### config.mk
export PLATFORM = sky130hd
export DESIGN_NAME = key_hash_unit
export DESIGN_NICKNAME = d
export VERILOG_FILES = /design/src/rtl/coin_pkg.sv /design/src/rtl/key_hash_unit_hash_round.sv /design/src/rtl/key_hash_unit.sv
export SDC_FILE = /design/constraint.sdc
export NUM_CORES = 1
export LEC_CHECK = 0
export ABC_AREA = 1
export ABC_CLOCK_PERIOD_IN_PS = 4300
export CORE_AREA = 2 2 123 125
export CTS_BUF_LIST = sky130_fd_sc_hd__clkbuf_8
export CTS_CLUSTER_SIZE = 40
export DETAILED_ROUTE_END_ITERATION = 10
export DIE_AREA = 0 0 125 127
export GPL_ROUTABILITY_DRIVEN = 0
export GPL_TIMING_DRIVEN = 0
export PLACE_DENSITY = 0.76
export SLEW_MARGIN = 25
export SYNTH_ARGS = -nofsm -noshare
export SYNTH_HDL_FRONTEND = slang
export SYNTH_SLANG_ARGS = --single-unit
export TNS_END_PERCENT = 100
### constraint.sdc
create_clock -name clock -period 4.3 [get_ports clock]
set_input_delay 0.86 -clock clock [delete_from_list [all_inputs] [get_ports clock]]
set_output_delay 0.86 -clock clock [all_outputs]
set_load 0.01 [all_outputs]
### src/rtl/coin_pkg.sv
// Shared definitions for the coin transaction datapath.
// Step codes, table size and the hash unit's state encoding.
package coin_pkg;

  localparam logic [2:0] STEP_VERIFY = 3'b001;
  localparam logic [2:0] STEP_HASH   = 3'b010;
  localparam logic [2:0] STEP_CHECK  = 3'b011;
  localparam logic [2:0] STEP_STORE  = 3'b100;

  localparam int TABLE_BYTES = 36;

  typedef enum logic [1:0] {
    ST_IDLE = 2'd0,
    ST_RUN  = 2'd1,
    ST_DONE = 2'd2
  } hash_state_e;

endpackage

### src/rtl/key_hash_unit_hash_round.sv
// One hash fold: rotl1(h ^ tbyte) + key, modulo 256.
// Ports: h, tbyte, key in (8); h_next out (8). Purely combinational.
module hash_round (
  input  logic [7:0] h,
  input  logic [7:0] tbyte,
  input  logic [7:0] key,
  output logic [7:0] h_next
);

  logic [7:0] x;

  always_comb begin
    x      = h ^ tbyte;
    h_next = {x[6:0], x[7]} + key;
  end

endmodule

### src/rtl/key_hash_unit.sv
// Hash-step responder: folds the player key through the random table.
// Ports: clock, reset, step, input_key, random_table, expected_hash in;
// done_step, hash_out, hash_match, busy out.
import coin_pkg::*;

module key_hash_unit #(
  parameter int         TABLE_BYTES = coin_pkg::TABLE_BYTES,
  parameter logic [2:0] HASH_STEP   = STEP_HASH
) (
  input  logic                     clock,
  input  logic                     reset,
  input  logic [2:0]               step,
  input  logic [7:0]               input_key,
  input  logic [8*TABLE_BYTES-1:0] random_table,
  input  logic [7:0]               expected_hash,
  output logic                     done_step,
  output logic [7:0]               hash_out,
  output logic                     hash_match,
  output logic                     busy
);

  hash_state_e state_q, state_d;
  logic [7:0]  key_q, key_d;
  logic [7:0]  h_q, h_d;
  logic [5:0]  round_q, round_d;

  logic        hit;
  logic        last;
  logic [7:0]  tbyte;
  logic [7:0]  h_next;

  assign hit   = (step == HASH_STEP);
  assign last  = (round_q == 6'(TABLE_BYTES - 1));
  assign tbyte = random_table[{round_q, 3'b000} +: 8];

  hash_round u_round (
    .h      (h_q),
    .tbyte  (tbyte),
    .key    (key_q),
    .h_next (h_next)
  );

  always_ff @(posedge clock) begin
    if (reset) begin
      state_q <= ST_IDLE;
      key_q   <= 8'h00;
      h_q     <= 8'h00;
      round_q <= 6'd0;
    end else begin
      state_q <= state_d;
      key_q   <= key_d;
      h_q     <= h_d;
      round_q <= round_d;
    end
  end

  always_comb begin
    state_d = state_q;
    unique case (state_q)
      ST_IDLE: if (hit) state_d = ST_RUN;
      ST_RUN: begin
        if (!hit)      state_d = ST_IDLE;
        else if (last) state_d = ST_DONE;
      end
      ST_DONE: if (!hit) state_d = ST_IDLE;
      default: state_d = ST_IDLE;
    endcase
  end

  // An abort leaves h_q holding its partial value.
  always_comb begin
    key_d   = key_q;
    h_d     = h_q;
    round_d = round_q;
    if (state_q == ST_IDLE && hit) begin
      key_d   = input_key;
      h_d     = input_key;
      round_d = 6'd0;
    end else if (state_q == ST_RUN && hit) begin
      h_d     = h_next;
      round_d = last ? round_q : round_q + 6'd1;
    end
  end

  always_comb begin
    done_step  = (state_q == ST_DONE);
    busy       = (state_q == ST_RUN);
    hash_out   = h_q;
    hash_match = done_step & (h_q == expected_hash);
  end

endmodule

Word level (Yosys, flattened, before mapping). Cells that the tools add are included.

Equality and inequality tests: 8. Reductions and logical operators: 7. Bitwise logic cells: 3. $add $sub $neg: 2. Shifts and indexed selects: 1. Muxes and demuxes: 7.

Operator list (number): indexed part select 288 x 10 -> 8 bit (1); two-way mux 8 bit (2); adder 8 bit (1); equality test 8 bit (1); two-way mux 2 bit (4); XOR 8 bit (1); adder 6 x 1 -> 6 bit (second input constant) (1); equality test 6 bit (second input constant) (1); one-hot mux 2 bit (3 select lines) (1); != test 2 bit (second input constant) (2); equality test 3 x 2 -> 1 bit (second input constant) (1); != test 3 x 2 -> 1 bit (second input constant) (1); AND reduction 3 bit (1); equality test 2 x 1 -> 1 bit (second input constant) (1); equality test 2 bit (second input constant) (1); logical AND 1 bit (2); logical NOT 2 bit (1); AND reduction 2 bit (1); nonzero test 2 bit (1); OR reduction 2 bit (1); bitwise AND 1 bit (1); inverter 1 bit (1).

Input port bits: 309. Output and inout port bits: 11. Register bits after elaboration: 24. Word-level logic and storage cells: 32.

Longest topological paths before layout. Gate-level depths: netlist of the first run.

Depth in word-level cells: 5. Gate-level depth with buffers: 24. Gate-level depth less buffers: 22.

Cells and area by module. From an unflattened synthesis of the first run, not the netlist that was laid out.

Cell total of the unflattened synthesis: 989. Area total of the unflattened synthesis: 4727.0 um2.

Modules (own cells, without submodules): key_hash_unit (sequential area each 480.5 um2, area each 4304.1 um2, cells an instance 920, times used 1); hash_round (sequential area each 0.0 um2, area each 422.9 um2, cells an instance 69, times used 1).

Worst setup path before layout of the first run. OpenSTA, ideal clock, no wires.

Path kind: input-to-reg. From: input port random_table[87]. To: register h_q[6] (netlist: hash_out[6]). Stages: 19. Required time: 4.181 ns. Arrival time: 3.001 ns. Slack: 1.179 ns. Library setup time: 0.119 ns. Buffers on the path: 0. Path through: o21ai_0 o22ai_1 a21oi_1 nand4_1 nand3_1 nand2_1 nand2_1 nand2_1 ha_1 fa_1 nand2_1 nand2_1 a21oi_1 nor2_1 o21ai_0 nand2_1 or2_2 nand3_1 a21oi_1.

Cells in the longest elaborated chain, start to end: 5.

Ends and longest elaborated chain: start: declaration (line key_hash_unit.sv:14) `input logic [8*TABLE_BYTES-1:0] random_table,`; indexed part select 288 x 10 -> 8 bit (line key_hash_unit.sv:34) `assign tbyte = random_table[{round_q, 3'b000} +: 8];`; XOR 8 bit (line key_hash_unit_hash_round.sv:13) `x = h ^ tbyte;`; adder 8 bit (line key_hash_unit_hash_round.sv:14) `h_next = {x[6:0], x[7]} + key;`; two-way mux 8 bit (line key_hash_unit.sv:79) `end else if (state_q == ST_RUN && hit) begin`; two-way mux 8 bit (line key_hash_unit.sv:75) `if (state_q == ST_IDLE && hit) begin`; end signal: assignment (line key_hash_unit.sv:47) `h_q <= 8'h00;`; end signal: assignment (line key_hash_unit.sv:52) `h_q <= h_d;`; end: declaration (line key_hash_unit.sv:24) `logic [7:0] h_q, h_d;`.

Every way passes these cells. The select of a mux whose other input is x is not followed. A chain may end at the register's enable or synchronous reset.

Final worst setup path of the first run.
From: register round_q[0]. To: register h_q[6] (netlist: hash_out[6]).

Cells in the longest elaborated chain, start to end: 5.

Ends and longest elaborated chain: start: declaration (line key_hash_unit.sv:25) `logic [5:0] round_q, round_d;`; start signal: assignment (line key_hash_unit.sv:53) `round_q <= round_d;`; indexed part select 288 x 10 -> 8 bit (line key_hash_unit.sv:34); XOR 8 bit (line key_hash_unit_hash_round.sv:13); adder 8 bit (line key_hash_unit_hash_round.sv:14); two-way mux 8 bit (line key_hash_unit.sv:79); two-way mux 8 bit (line key_hash_unit.sv:75).

Every way passes these cells. The select of a mux whose other input is x is not followed.

==> impl_table.tex, run 1 <==
\begin{tabular}{lr}
\hline
Metric & Value \\
\hline
\multicolumn{2}{l}{\textbf{Clock tree}} \\
Buffer depth of the longest clock path & 2 \\
Clock buffers created by TritonCTS & 3 \\
Number of clock sinks & 24 \\
H-tree depth & 1 \\
CTS clock-pin slew for the worst setup and hold paths & 90 ps \\
Clock latency of the later-clocked register in the worst-skew pair & 270 ps \\
CTS tree & built \\
Count of buffers added by post-CTS timing repair for setup & 0 \\
CTS Root Buffer Type & sky130\_fd\_sc\_hd\_\_clkbuf\_8 \\
\# hold bufs at CTS & 0 \\
CTS-repair resized insts & 0 \\
\multicolumn{2}{l}{\textbf{STA}} \\
Highest clock rate & 0.258 GHz \\
Min Tclk post-route & just under 4000 ps \\
Slew Limit Headroom & 0.533 \\
Final Setup Violations & 0 \\
RSZ-0062 raised after global routing & false \\
Count of final max-slew check failures & 0 \\
Worst Max-Slew Pin Slew & 701 ps \\
Final worst clock skew & 6.30 ps \\
Endpoints failing hold & 0 \\
Setup TNS after final layout & 0 ps \\
Part of the cycle the worst path needs & 0.902 \\
\multicolumn{2}{l}{\textbf{Setup path}} \\
Max incr delay on CP & 420 ps \\
Type of the setup path with the least slack & flip-flop to flip-flop \\
Data arrival time of the critical path & 4050 ps \\
Endpoint class of the critical path & flip-flop \\
Max FO, Critical Path & 10 \\
Highest-delay cell along the critical path & sky130\_fd\_sc\_hd\_\_fa\_1 \\
Critical path cell sequence & buf\_6 > inv\_4 > buf\_6 > buf\_2 > nor2\_1 > o21ai\_0 > nand2\_1 > nand4\_1 > nand3\_1 > nand3\_1 > nand2\_1 > ha\_1 > fa\_1 > nand2\_1 > nand2\_1 > a21oi\_1 > nor2\_1 > o21ai\_0 > nand2\_1 > or2\_2 > nand3\_1 > a21oi\_1 \\
Cell with the most instances on the worst path & sky130\_fd\_sc\_hd\_\_nand2\_1 \\
Critical path startpoint category & flip-flop \\
Required arrival time at the worst endpoint & 4470 ps \\
\multicolumn{2}{l}{\textbf{Placed design}} \\
Placement-stage cell area & 7580 um2 \\
Port-buffer cells & 319 \\
Detailed placer's ending HPWL & 19800 um \\
\multicolumn{2}{l}{\textbf{Finish}} \\
Design Area, Final & 7650 um2 \\
Area growth, synth to finish & 84.1\% \\
Diodes inserted & 0 \\
Count of nets after finishing & between 1000 and 1500 \\
Fraction of final layout cells with drive strength greater than 1 & 0.0441 \\
\multicolumn{2}{l}{\textbf{Yosys}} \\
Avg Synthesized Cell Area & 5.27 um2 \\
Count of mapped cells out of synthesis & 789 \\
Synthesized Nets & 1108 \\
Flops \& latches, synth & 24 \\
Sequential fraction of the synthesis area & 0.116 \\
Count of unique library cells instantiated by Yosys & 38 \\
Post-synthesis instance area & 4160 um2 \\
Yosys warning count & 0 \\
\multicolumn{2}{l}{\textbf{Floorplanning}} \\
Die area & 15900 um2 \\
Die Y & $\sim$130 um \\
Number of rows created at floorplan & 44 \\
Area of the core region & 14400 um2 \\
Starting density of the core & 0.288 \\
Die boundary width & about 130 um \\
Top Ports & 320 \\
\multicolumn{2}{l}{\textbf{Run status}} \\
Result of the run & finished, final reports clean \\
\multicolumn{2}{l}{\textbf{Detailed routing}} \\
Wire per inst & 18.6 um \\
Via density & about 5.3 \\
DRC violation count after routing & 0 \\
Count of vias placed by the detailed router & 6908 \\
Post-detailed-routing wire length & 24100 um \\
Number of routed nets with antenna violations & 0 \\
Number of iterations in the first detailed-routing pass & 5 \\
Iteration-0 DRC count of the detailed router & $\sim$630 \\
\multicolumn{2}{l}{\textbf{Power and ir drop}} \\
Power per unit of standard cell area & roughly 120 nW/um2 \\
Max IR drop VDD & around 0.15 mV \\
Reported leakage power & 3.17 nW \\
\multicolumn{2}{l}{\textbf{Hold path}} \\
Worst min-delay path category & flip-flop to flip-flop \\
\multicolumn{2}{l}{\textbf{Global routing}} \\
Total Routing Usage GR & 0.283 \\
Number of global-route vias before repair & $\sim$6700 \\
Global route total overflow & 0 \\
Number of antenna violations at the first check in global routing & 0 \\
Pin count of the biggest net entering global routing & 15 \\
Wire length of the first global-routing pass & 35600 um \\
\multicolumn{2}{l}{\textbf{Flow run}} \\
Maxcap violations & 0 \\
\hline
\end{tabular}
critical path, delay by kind of cell, from the launching register on:
family,cells,cell delay (ps)
compound gates,4,730
fa+ha+maj,2,630
buf+inv,4,730
flops,1,380
simple gates,12,1280
cell type report:
class | instances | area, um2
Tap cell | 184 | 230
Clock buffer | 3 | 41.3
Sequential cell | 24 | 480
Timing Repair Buffer | 319 | 3190
Multi-Input combinational cell | 656 | 3130
Buffer | 59 | 354
Clock inverter | 1 | 30.0
Inverter | 50 | 190
Fill cell | 1502 | 6770
stage by stage:
stage | cells | power (mW) | hold WS (ps) | worst slack [ps] | utilization
floorplan | 789 | 0.361 | 425 | 1180 | -
global placement | 1292 | 0.692 | 453 | 279 | 0.526
detailed placement | 1292 | 0.695 | 454 | 252 | 0.526
CTS | 1296 | 0.896 | 475 | 430 | 0.530
global route | 1296 | 0.943 | 504 | 126 | 0.530
finish | 1296 | 0.897 | 470 | 421 | 0.530
sequential cells by signal, indices dropped and copies added, names as in the netlist:
register and cells:
hash_out 8, key_q 8, round_q 6, state_q 2
metal layers:
metal,track usage,routed length (um),up-vias
li1,-,-,3330
met1,0.344,9710,3078
met2,0.493,11200,435
met3,0.0611,2300,65
met4,0.106,906,0
met5,0,0,-
cell usage in the layout, fill, tap and decap left out, types with 2 or more instances in the layout:
master	netlist	final
sky130_fd_sc_hd__a221oi_1	3	3
sky130_fd_sc_hd__buf_4	9	9
sky130_fd_sc_hd__o21ai_1	12	12
sky130_fd_sc_hd__a31oi_1	2	2
sky130_fd_sc_hd__buf_2	18	18
sky130_fd_sc_hd__ha_1	9	9
sky130_fd_sc_hd__xor2_1	3	3
sky130_fd_sc_hd__nand2_1	157	157
sky130_fd_sc_hd__dfxtp_1	24	24
sky130_fd_sc_hd__a21oi_1	38	38
sky130_fd_sc_hd__clkbuf_8	0	3
sky130_fd_sc_hd__inv_1	48	48
sky130_fd_sc_hd__buf_1	2	2
sky130_fd_sc_hd__o22ai_1	59	59
sky130_fd_sc_hd__nand2_2	2	2
sky130_fd_sc_hd__nor3_1	3	3
sky130_fd_sc_hd__buf_6	10	10
sky130_fd_sc_hd__nor2_1	159	159
sky130_fd_sc_hd__nand3_1	42	42
sky130_fd_sc_hd__clkdlybuf4s50_1	0	319
sky130_fd_sc_hd__clkbuf_1	19	19
sky130_fd_sc_hd__o21ai_0	143	143
sky130_fd_sc_hd__nand4_1	10	10
worst paths after layout:
path | start | endpoint | slack (ps) | cells after the start
max | round_q[0] | hash_out[6] | 420 | 22
min | key_q[6] | key_q[6] | 470 | 2
max reg2reg | round_q[0] | hash_out[6] | 420 | 22
min reg2reg | key_q[6] | key_q[6] | 470 | 2
cells by family after synthesis:
family                     count (synthesis)  synth area share
and+or+nand+nor                          380             0.373
DFF                                       24             0.116
AOI/OAI and AO/OA                        262             0.340
adders and majority gates                 10            0.0319
xor gates and xnor gates                   4           0.00843
buffers and inverters                    109             0.131
cells in the mapped netlist:
master                        n  share of area
sky130_fd_sc_hd__o22ai_1     59          0.089
sky130_fd_sc_hd__inv_4        1         0.0015
sky130_fd_sc_hd__a2111oi_0    1         0.0021
sky130_fd_sc_hd__buf_4        9          0.016
sky130_fd_sc_hd__o31ai_1      1         0.0018
sky130_fd_sc_hd__inv_2        1        0.00090
sky130_fd_sc_hd__a21boi_1     1         0.0018
sky130_fd_sc_hd__clkbuf_1    19          0.017
sky130_fd_sc_hd__or2_2        1         0.0015
sky130_fd_sc_hd__and2_1       1         0.0015
sky130_fd_sc_hd__a31oi_1      2         0.0030
sky130_fd_sc_hd__dfxtp_1     24           0.12
sky130_fd_sc_hd__clkbuf_2     1         0.0012
sky130_fd_sc_hd__buf_2       18          0.022
sky130_fd_sc_hd__nor3_2       1         0.0024
sky130_fd_sc_hd__nor2_1     159           0.14
sky130_fd_sc_hd__buf_1        2         0.0018
sky130_fd_sc_hd__o21ai_0    143           0.17
sky130_fd_sc_hd__a21oi_1     38          0.046
sky130_fd_sc_hd__nand2_2      2         0.0030
sky130_fd_sc_hd__nand3_1     42          0.051
sky130_fd_sc_hd__o21a_1       1         0.0018
sky130_fd_sc_hd__ha_1         9          0.027
sky130_fd_sc_hd__nor3_1       3         0.0036
sky130_fd_sc_hd__a221oi_1     3         0.0063
sky130_fd_sc_hd__nor4_1       1         0.0015
sky130_fd_sc_hd__inv_1       48          0.043
sky130_fd_sc_hd__nand4_1     10          0.015
sky130_fd_sc_hd__o21ai_1     12          0.014
sky130_fd_sc_hd__nand2_1    157           0.14
sky130_fd_sc_hd__nor4_4       1         0.0051
sky130_fd_sc_hd__xnor2_1      1         0.0021
sky130_fd_sc_hd__xor2_1       3         0.0063
sky130_fd_sc_hd__a211oi_1     1         0.0018
sky130_fd_sc_hd__nand3b_1     1         0.0018
sky130_fd_sc_hd__fa_1         1         0.0048
sky130_fd_sc_hd__buf_6       10          0.027
sky130_fd_sc_hd__nor3b_1      1         0.0018
power by group:
part | total [mW] | leakage [nW] | internal, mW | switching (mW)
clock network | 0.202 | 0.0357 | 0.125 | 0.0774
registers | 0.237 | 0.195 | 0.229 | 0.00783
logic | 0.458 | 2.93 | 0.309 | 0.149
Note: power is estimated with default switching activity, not from simulation.
==> run 2: changes to the inputs <==
--- a/config.mk
+++ b/config.mk
@@ -7,14 +7,15 @@
 export LEC_CHECK = 0
 export ABC_AREA = 1
 export ABC_CLOCK_PERIOD_IN_PS = 4300
-export CORE_AREA = 2 2 123 125
+export CAP_MARGIN = 20
+export CORE_MARGIN = 8
+export CORE_UTILIZATION = 35
 export CTS_BUF_LIST = sky130_fd_sc_hd__clkbuf_8
 export CTS_CLUSTER_SIZE = 40
 export DETAILED_ROUTE_END_ITERATION = 10
-export DIE_AREA = 0 0 125 127
 export GPL_ROUTABILITY_DRIVEN = 0
 export GPL_TIMING_DRIVEN = 0
-export PLACE_DENSITY = 0.76
+export PLACE_DENSITY = 0.9
 export SLEW_MARGIN = 25
 export SYNTH_ARGS = -nofsm -noshare
 export SYNTH_HDL_FRONTEND = slang
==> run 2 against run 1 <==
Compared with the run above:
- register-to-register slack better by 99 ps
- die area shrank 1.6%
- critical path depth shrank 2
- largest power group unchanged
- critical path type unchanged
- setup slack gained 99 ps
- routed wire length is 5.6% higher
==> impl_table.tex, run 2 (synthesis gave the netlist of run 1 again) <==
\begin{tabular}{lr}
\hline
Metric & Value \\
\hline
\multicolumn{2}{l}{\textbf{Run status}} \\
Result of the run & finished, final reports clean \\
\multicolumn{2}{l}{\textbf{Flow run}} \\
Maxcap violations & 0 \\
\multicolumn{2}{l}{\textbf{Clock tree}} \\
CTS clock-pin slew for the worst setup and hold paths & approximately 90 ps \\
\# hold bufs at CTS & 0 \\
Clock buffers created by TritonCTS & 3 \\
CTS-repair resized insts & 0 \\
CTS tree & built \\
CTS Root Buffer Type & sky130\_fd\_sc\_hd\_\_clkbuf\_8 \\
Buffer depth of the longest clock path & 2 \\
H-tree depth & 1 \\
Clock latency of the later-clocked register in the worst-skew pair & 270 ps \\
Number of clock sinks & 24 \\
Count of buffers added by post-CTS timing repair for setup & 0 \\
\multicolumn{2}{l}{\textbf{STA}} \\
Count of final max-slew check failures & 0 \\
Min Tclk post-route & 3780 ps \\
Minimum hold slack & 467 ps \\
Setup TNS after final layout & 0 ps \\
Part of the cycle the worst path needs & 0.879 \\
Highest clock rate & between 0.2 and 0.3 GHz \\
Final Setup Violations & 0 \\
Endpoints failing hold & 0 \\
Worst Max-Slew Pin Slew & 663 ps \\
Slew Limit Headroom & 0.554 \\
RSZ-0062 raised after global routing & false \\
Final worst clock skew & 3.91 ps \\
\multicolumn{2}{l}{\textbf{Global routing}} \\
Number of global-route vias before repair & 6848 \\
Wire length of the first global-routing pass & 38300 um \\
Global route total overflow & 0 \\
Total Routing Usage GR & 0.309 \\
Number of antenna violations at the first check in global routing & 1 \\
Pin count of the biggest net entering global routing & 14 \\
\multicolumn{2}{l}{\textbf{Setup path}} \\
Required arrival time at the worst endpoint & 4470 ps \\
Max incr delay on CP & 460 ps \\
Data arrival time of the critical path & 3950 ps \\
Critical path cell sequence & buf\_6 > clkbuf\_1 > o21ai\_0 > o22ai\_1 > nand2\_1 > nand4\_1 > nand3\_1 > nand3\_1 > nand2\_1 > ha\_1 > fa\_1 > nand2\_1 > nand2\_1 > a21oi\_1 > nor2\_1 > o21ai\_0 > nand2\_1 > or2\_2 > nand3\_1 > a21oi\_1 \\
Critical path startpoint category & flip-flop \\
Type of the setup path with the least slack & flip-flop to flip-flop \\
Max FO, Critical Path & 10 \\
Cell with the most instances on the worst path & sky130\_fd\_sc\_hd\_\_nand2\_1 \\
Endpoint class of the critical path & flip-flop \\
Highest-delay cell along the critical path & sky130\_fd\_sc\_hd\_\_dfxtp\_1 \\
\multicolumn{2}{l}{\textbf{Power and ir drop}} \\
Reported leakage power & 3.16 nW \\
Max IR drop VDD & 0.107 mV \\
Power per unit of standard cell area & $\sim$110 nW/um2 \\
\multicolumn{2}{l}{\textbf{Detailed routing}} \\
Post-detailed-routing wire length & 25500 um \\
Number of iterations in the first detailed-routing pass & 6 \\
DRC violation count after routing & 0 \\
Via density & 5.57 \\
Count of vias placed by the detailed router & about 7000 \\
Number of routed nets with antenna violations & 0 \\
Wire per inst & 20.2 um \\
Iteration-0 DRC count of the detailed router & 656 \\
\multicolumn{2}{l}{\textbf{Finish}} \\
Commonest non-fill, non-tap cell in the layout & sky130\_fd\_sc\_hd\_\_clkdlybuf4s50\_1 \\
Final core utilization & 0.642 \\
Final Non-Filler Cells & 1259 \\
Fraction of final layout cells with drive strength greater than 1 & 0.0441 \\
Commonest cells after routing, fill and taps aside & 319 x sky130\_fd\_sc\_hd\_\_clkdlybuf4s50\_1, 159 x sky130\_fd\_sc\_hd\_\_nor2\_1, 157 x sky130\_fd\_sc\_hd\_\_nand2\_1 \\
Count of nets after finishing & $\sim$1400 \\
Area growth, synth to finish & 82.5\% \\
\multicolumn{2}{l}{\textbf{Floorplanning}} \\
Starting density of the core & 0.352 \\
Die Y & 125 um \\
Area of the core region & approximately 12000 um2 \\
Die boundary width & 125 um \\
Die area & 15600 um2 \\
Top Ports & 320 \\
Number of rows created at floorplan & 40 \\
\multicolumn{2}{l}{\textbf{Placed design}} \\
Placed cell count & about 1300 \\
Detailed placer's ending HPWL & between 20000 and 25000 um \\
Port-buffer cells & 319 \\
\multicolumn{2}{l}{\textbf{Hold path}} \\
Worst min-delay path category & flip-flop to flip-flop \\
\hline
\end{tabular}
-- run 2: cell types whose count changed in the layout (fill, tap and decap cells not counted), sizes merged --
cell,before,now
diode,0,1
bufinv,1,0
-- run 2: final timing paths --
check	from	endpoint	slack, ps	cells past startpoint
setup / recovery	round_q[0]	hash_out[6]	520	20
setup reg to reg	round_q[0]	hash_out[6]	520	20
hold reg to reg	key_q[6]	key_q[6]	470	2
hold / removal	key_q[6]	key_q[6]	470	2
-- run 2: per-stage QoR --
step | power [mW] | worst slack, ps | cell area, um2
after floorplan | 0.361 | 1180 | 4160
after global placement | 0.686 | 260 | 7530
after detailed placement | 0.691 | 245 | 7530
after CTS | 0.847 | 226 | 7590
after global routing | 0.898 | 130 | 7590
final | 0.852 | 519 | 7590
-- run 2: cell type report --
class | count | area (um2)
Buffer | 58 | 350
Sequential cell | 24 | 480
Inverter | 50 | 190
Timing Repair Buffer | 319 | 3190
Antenna cell | 1 | 2.50
Tap cell | 147 | 184
Multi-Input combinational cell | 656 | 3130
Clock buffer | 4 | 55.1
Fill cell | 1081 | 4220
-- run 2: report_power, final --
group | switching (mW) | internal [mW] | total, mW
logic | 0.148 | 0.309 | 0.456
clock network | 0.0768 | 0.0818 | 0.159
registers | 0.00832 | 0.229 | 0.237
total | 0.233 | 0.620 | 0.852
-- run 2: metal layers --
metal / vias to the layer above / routed length (um) / track usage
met5: - / 0 / 0
met4: 0 / 857 / 0.117
met3: 60 / 2680 / 0.0705
met2: 472 / 12000 / 0.527
met1: 3151 / 9900 / 0.371
li1: 3329 / - / -
-- run 2: critical path, delay by kind of cell (launching register included) --
kind            cells  cell delay [ps]
flops               1              460
compound gates      5              860
simple gates       11             1110
buf+inv             2              630
fa+ha+maj           2              610
